**src/rtl/thread_pc_sched.sv**
```systemverilog
// Round-robin multithreaded fetch scheduler: one PC per thread, one fetch per cycle.
// Define SCHED_PERF_CNT_EN to add the 32-bit issue_count performance counter output.
module thread_pc_sched #(
  parameter int unsigned NUM_THREADS = 4,
  parameter int unsigned TID_W       = 2,
  parameter int unsigned PC_W        = 9
) (
  input  logic                   clk,
  input  logic                   rst,
  input  logic                   stall,
  input  logic                   start_valid,
  input  logic [TID_W-1:0]       start_tid,
  input  logic [PC_W-1:0]        start_addr,
  input  logic                   halt_valid,
  input  logic [TID_W-1:0]       halt_tid,
  input  logic                   redirect_valid,
  input  logic [TID_W-1:0]       redirect_tid,
  input  logic [PC_W-1:0]        redirect_addr,
  output logic                   fetch_valid,
  output logic [TID_W-1:0]       fetch_tid,
  output logic [PC_W-1:0]        fetch_pc,
  output logic [NUM_THREADS-1:0] thread_active
`ifdef SCHED_PERF_CNT_EN
  ,
  output logic [31:0]            issue_count
`endif
);

  localparam int unsigned CNT_W = 32;

  logic [PC_W-1:0]        pc_q   [NUM_THREADS];
  logic [PC_W-1:0]        pc_d   [NUM_THREADS];
  logic [PC_W-1:0]        eff_pc [NUM_THREADS];
  logic [NUM_THREADS-1:0] active_q, active_d;
  logic [TID_W-1:0]       last_q, last_d;
  logic                   fetch_valid_q, fetch_valid_d;
  logic [TID_W-1:0]       fetch_tid_q, fetch_tid_d;
  logic [PC_W-1:0]        fetch_pc_q, fetch_pc_d;
  logic                   grant_found;
  logic [TID_W-1:0]       grant_tid;
  logic [TID_W-1:0]       scan_tid;

  // Apply this cycle's start/halt/redirect; priority start > halt (active thread) > redirect.
  always_comb begin
    active_d = active_q;
    for (int unsigned t = 0; t < NUM_THREADS; t++) begin
      eff_pc[t] = pc_q[t];
      if (start_valid && start_tid == TID_W'(t)) begin
        active_d[t] = 1'b1;
        eff_pc[t]   = start_addr;
      end else if (halt_valid && halt_tid == TID_W'(t) && active_q[t]) begin
        active_d[t] = 1'b0;
      end else if (redirect_valid && redirect_tid == TID_W'(t)) begin
        eff_pc[t] = redirect_addr;
      end
    end
  end

  // First eligible thread after last_q; the index wraps naturally at TID_W bits.
  always_comb begin
    grant_found = 1'b0;
    grant_tid   = '0;
    scan_tid    = '0;
    for (int unsigned i = 1; i <= NUM_THREADS; i++) begin
      scan_tid = last_q + TID_W'(i);
      if (!grant_found && active_d[scan_tid]) begin
        grant_found = 1'b1;
        grant_tid   = scan_tid;
      end
    end
  end

  always_comb begin
    for (int unsigned t = 0; t < NUM_THREADS; t++) begin
      pc_d[t] = eff_pc[t];
    end
    last_d        = last_q;
    fetch_valid_d = fetch_valid_q;
    fetch_tid_d   = fetch_tid_q;
    fetch_pc_d    = fetch_pc_q;
    if (!stall) begin
      if (grant_found) begin
        fetch_valid_d   = 1'b1;
        fetch_tid_d     = grant_tid;
        fetch_pc_d      = eff_pc[grant_tid];
        pc_d[grant_tid] = eff_pc[grant_tid] + PC_W'(1);
        last_d          = grant_tid;
      end else begin
        fetch_valid_d = 1'b0;
      end
    end
  end

  always_ff @(posedge clk or posedge rst) begin
    if (rst) begin
      for (int unsigned t = 0; t < NUM_THREADS; t++) begin
        pc_q[t] <= '0;
      end
      active_q      <= '0;
      last_q        <= TID_W'(NUM_THREADS - 1);
      fetch_valid_q <= 1'b0;
      fetch_tid_q   <= '0;
      fetch_pc_q    <= '0;
    end else begin
      for (int unsigned t = 0; t < NUM_THREADS; t++) begin
        pc_q[t] <= pc_d[t];
      end
      active_q      <= active_d;
      last_q        <= last_d;
      fetch_valid_q <= fetch_valid_d;
      fetch_tid_q   <= fetch_tid_d;
      fetch_pc_q    <= fetch_pc_d;
    end
  end

  assign fetch_valid   = fetch_valid_q;
  assign fetch_tid     = fetch_tid_q;
  assign fetch_pc      = fetch_pc_q;
  assign thread_active = active_q;

`ifdef SCHED_PERF_CNT_EN
  logic [CNT_W-1:0] issue_count_q, issue_count_d;

  // Counts new grants only; a stalled hold does not count again.
  always_comb begin
    issue_count_d = issue_count_q;
    if (!stall && grant_found) begin
      issue_count_d = issue_count_q + CNT_W'(1);
    end
  end

  always_ff @(posedge clk or posedge rst) begin
    if (rst) begin
      issue_count_q <= '0;
    end else begin
      issue_count_q <= issue_count_d;
    end
  end

  assign issue_count = issue_count_q;
`endif

endmodule

```
**config.mk**
```make
export PLATFORM = sky130hd
export DESIGN_NAME = thread_pc_sched
export DESIGN_NICKNAME = d
export VERILOG_FILES = /design/src/rtl/thread_pc_sched.sv
export SDC_FILE = /design/constraint.sdc
export NUM_CORES = 1
export LEC_CHECK = 0
export ABC_AREA = 1
export CAP_MARGIN = 20
export CORE_MARGIN = 2
export CORE_UTILIZATION = 45
export DETAILED_ROUTE_END_ITERATION = 10
export GPL_TIMING_DRIVEN = 0
export PLACE_DENSITY_LB_ADDON = 0.3
export SKIP_LAST_GASP = 1
export SYNTH_ARGS = -nofsm -noshare
export SYNTH_HDL_FRONTEND = slang
export SYNTH_SLANG_ARGS = --single-unit
```
**constraint.sdc**
```tcl
create_clock -name clk -period 8.6 [get_ports clk]
set_clock_uncertainty 0.05 [all_clocks]
set_input_delay 1.72 -clock clk [delete_from_list [all_inputs] [get_ports clk]]
set_output_delay 1.72 -clock clk [all_outputs]
set_load 0.01 [all_outputs]
```
# ---- Word level (Yosys, flattened, before mapping)
# Index checks and enable logic that the tools add are counted.
dict set report word_totals {
  in_bits 30
  reg_bits 54
  elab_cells 102
}
dict set report op_classes {
  add_sub_neg 4
  order_cmp 6
  bitwise 2
  n_reduce_logical 27
  n_mux 45
  n_eq_ne 9
}
# cell n
set op_table {}
lappend op_table {{2-to-1 mux 9 bit} 15}
lappend op_table {{2-to-1 mux 36 bit} 2}
lappend op_table {{bitwise mux 36 bit} 1}
lappend op_table {{logical AND 1 bit} 20}
lappend op_table {{binary-select mux 9 bit (select 2 bit)} 1}
lappend op_table {{demux 9 bit (select 2 bit)} 1}
lappend op_table {{2-to-1 mux 1 bit} 17}
lappend op_table {{equality test 2 bit (second input constant)} 6}
lappend op_table {{less-than comparator 2 x 3 -> 1 bit (second input constant)} 4}
lappend op_table {{adder 9 x 1 -> 9 bit (second input constant)} 1}
lappend op_table {{binary-select mux 1 bit (select 2 bit)} 4}
lappend op_table {{2-to-1 mux 2 bit} 4}
lappend op_table {{equality test 2 x 1 -> 1 bit (second input constant)} 3}
lappend op_table {{zero test 2 bit} 3}
lappend op_table {{adder 2 bit (second input constant)} 2}
lappend op_table {{greater-or-equal comparator 3 bit (second input constant)} 1}
lappend op_table {{zero test 1 bit} 3}
lappend op_table {{less-than comparator 3 x 1 -> 1 bit (second input constant)} 1}
lappend op_table {{inverter 2 -> 3 bit} 1}
lappend op_table {{adder 2 x 1 -> 2 bit (second input constant)} 1}
lappend op_table {{AND reduction 2 bit} 1}
lappend op_table {{inverter 1 bit} 1}

# ---- Depth between registers and ports, before layout
dict set report depth {
  word_depth 25
  ltp_mapped 25
  depth_no_buf 25
}

# ---- Worst setup path before layout
# OpenSTA, ideal clock, no wires.
dict set report synth_path {
  path_kind {input-to-reg}
  startpoint {input halt_valid}
  endpoint {register pc_q[6] (netlist name)}
  path_buffers 2
  path_slack_ns 4.462
  arrival_time_ns 3.958
  stages 24
  t_required_ns 8.419
  setup_time_ns 0.131
  cell_sequence {buf_4 > nand3_1 > nand2_1 > nand3_1 > nand2_1 > nand2_1 > nand2_4 > nand3_2 > nor2_4 > inv_2 > nand2_4 > buf_6 > nand3_1 > nand2_1 > inv_1 > nand2_1 > inv_1 > ha_1 > nand3_1 > nor2_8 > nand2_1 > nand2_2 > nand3_1 > o21ai_0}
}
# item line
set synth_lines {}
lappend synth_lines {{from (decl)} 14} ;# input logic halt_valid,
lappend synth_lines {{to (signal, indexed assignment)} 106} ;# pc_q[t] <= pc_d[t];
lappend synth_lines {{to (decl)} 31} ;# logic [PC_W-1:0] pc_q [NUM_THREADS];

==> flow_metrics.tcl <==
set metrics [dict create \
    wl_met3_um 1280 \
    cts_buffer_depth 2 \
    drive_above_1_share 0.102 \
    dieHeight_um 95.6 \
    syn_area_um2 3780 \
    drc 0 \
    crit_path_end_kind "flip-flop" \
    seq_area_frac_synth 0.358 \
    cts-root-buf "clkbuf_8" \
    syn-mean-instance-area_um2 6.70 \
    final_common_cell "nand2_1" \
    path_clk_slew_ns 0.10 \
    path_max_fanout 10 \
    finalSetupTns_ns 0 \
    slew_headroom 0.416 \
    regArea_um2 1350 \
    wl_met2_um 5130 \
    design_area_um2 4460 \
    initial_core_util 0.462 \
    gp_congestion 0.981 \
    finalHoldViolations 0 \
    overflow 0 \
    hold_buffers 0 \
    drt-total-wl_um 12100 \
    coreArea_um2 8180 \
    placed_area_um2 4370 \
    yosys_warnings 0 \
    htreeDepth 2 \
    max_freq_mhz 195 \
    place_hpwl_um 8710 \
    yosys-top-cells-area "dfrtp_1 34%, nand2_1 16%, nand3_1 8.5%, o21ai_0 6.6%, a21oi_1 6.0%" \
    crit-reg2reg-launch "last_q[0]" \
    yosysTopAreaCell "dfrtp_1" \
    mostFrequentLayoutCells "162 x nand2_1, 64 x nand3_1, 52 x dfrtp_1, 50 x inv_1, 50 x o21ai_0" \
    maxCapViolCount 0 \
    finalNetCount 647 \
    numCtsBuffers 5 \
    ioPinCount 46 \
    clock-sinks 54 \
    num_vias 4060 \
    diodes 0 \
    hp-class "reg -> reg" \
    start_kind "input pin" \
    slew_violations 0 \
    rsz0062_at_grt "no" \
    grt_use_total 0.280 \
    worstPathRequired_ns 8.74 \
    die_x_um 95.6 \
    hp-start "fetch_tid[0]" \
    top_layer "met4" \
    fin_crit_ns 5.13 \
    portBuffers 44 \
    routedWlPerCell_um 16.8 \
    finalNonFillerCells 722 \
    synth-async-reset-ratio 1.00 \
    setup_viol 0 \
    grt_start_max_net_pins 31 \
    crit_start "start_tid[1]" \
    postCtsSetupBuffers 0 \
    status "finished clean" \
    crit_arrival_ns 5.27 \
    drt.antenna.violating_nets 0 \
    area_delta_synth_final_pct 17.9 \
    synth_fp_nets 595 \
    avgViaCountPerCell 5.62 \
    grt_pass1_wl_um 19100 \
    wl_met1_um 5220 \
    firstDrtPassIters 7 \
    synth-edff-count 0 \
    yosys_register_bits 54 \
    tightestPinTransition_ns 0.873 \
    post-route-util 0.545 \
    dp.cells 714 \
    drt_iter0_markers 335 \
    fill_cells 806 \
    grt_pass1_vias 3775 \
    dieArea_um2 9150 \
    crit_type "in -> reg" \
    rows 33 \
    cts_tree "yes" \
    multiInputGateArea_um2 2080 \
    fin_crit_sh 0.597 \
    ys.flop_type "dfrtp_1" \
    netlist_instances 564 \
    clock_latency_ns 0.32 \
    ctsResizeCount 0 \
    synth.distinct_cells 33 \
    yosysTopAreaCellShare 0.344 \
    antenna_found_initial 0 \
]
==> logic make-up (layout without fill, tap and decap cells) <==
family          count (synthesis)  after routing  share of synthesized area
simple gates                  300            300                      0.364
compound gates                126            126                      0.177
buf+inv                        81            134                     0.0904
flops                          54             54                      0.358
xor+xnor                        2              2                    0.00662
fa+ha+maj                       1              1                    0.00331
==> per-layer routing <==
metal / vias to the layer above / track usage
met5: - / 0
met2: 231 / 0.417
met3: 45 / 0.0601
met4: 0 / 0.124
met1: 1833 / 0.390
li1: 1951 / -
==> worst max-delay path, stage by stage <==
cell,delay [ns]
clkdlybuf4s50_1,0.50
inv_1,0.06
nand3_1,0.11
clkbuf_1,0.51
clkinv_1,0.60
a21oi_1,0.37
nand2_1,0.09
nand2_1,0.08
inv_1,0.04
nand2_1,0.28
inv_1,0.09
ha_1,0.22
nand3_1,0.22
nor2_8,0.07
nand2_1,0.07
nand2_2,0.08
nand3_1,0.07
o21ai_1,0.08
==> cells in the mapped netlist, types with 3 or more instances <==
| cell type | number |
|---|---|
| or2_2 | 4 |
| clkbuf_1 | 10 |
| nand2_2 | 11 |
| o21ai_0 | 50 |
| nor2_1 | 33 |
| nor2_2 | 6 |
| buf_2 | 6 |
| nand3_1 | 64 |
| dfrtp_1 | 52 |
| inv_2 | 6 |
| nand2_1 | 162 |
| nand3_2 | 5 |
| nand3b_1 | 3 |
| clkinv_1 | 3 |
| o21ai_1 | 15 |
| a21oi_1 | 45 |
| nand4_1 | 4 |
| o211ai_1 | 5 |
| nor2_4 | 4 |
| a22oi_1 | 7 |
| inv_1 | 51 |
| buf_6 | 3 |
==> cell type report <==
class / count / area share
sequential: 54 / 0.304
tap: 105 / 0.0295
clock buffer: 6 / 0.0163
clock inverter: 2 / 0.00309
timing repair buffer: 45 / 0.103
multi-input combinational: 429 / 0.467
inverter: 60 / 0.0505
buffer: 21 / 0.0261
==> sequential cells by signal, summed over array words and instances, names as in the netlist <==
signal,flops
fetch_tid,2
last_q,2
thread_active,4
fetch_valid,1
pc_q,36
fetch_pc,9
==> worst paths after layout <==
| kind | end | slack [ns] | cells past startpoint |
|---|---|---|---|
| max in group asynchronous | last_q[1] | 6.14 | 3 |
| worst min register to register | fetch_tid[0] | 0.45 | 2 |
| min in group asynchronous | pc_q[18] | 1.73 | 2 |
| worst min-delay path | fetch_tid[0] | 0.45 | 2 |
| worst max register to register | pc_q[33] | 5.06 | 23 |
| worst max-delay path | pc_q[33] | 3.47 | 18 |
==> metrics by stage <==
stage	setup WS, ns	hold slack [ns]
6_report	3.47	0.450
5_1_grt	3.32	0.482
4_1_cts	3.59	0.452
3_5_place_dp	3.26	0.419
3_3_place_gp	3.33	0.417
2_1_floorplan	4.46	0.458
Power is left out: the tool's default activity adds up to more than one toggle a clock period on the data nets, which glitch-free logic cannot reach.
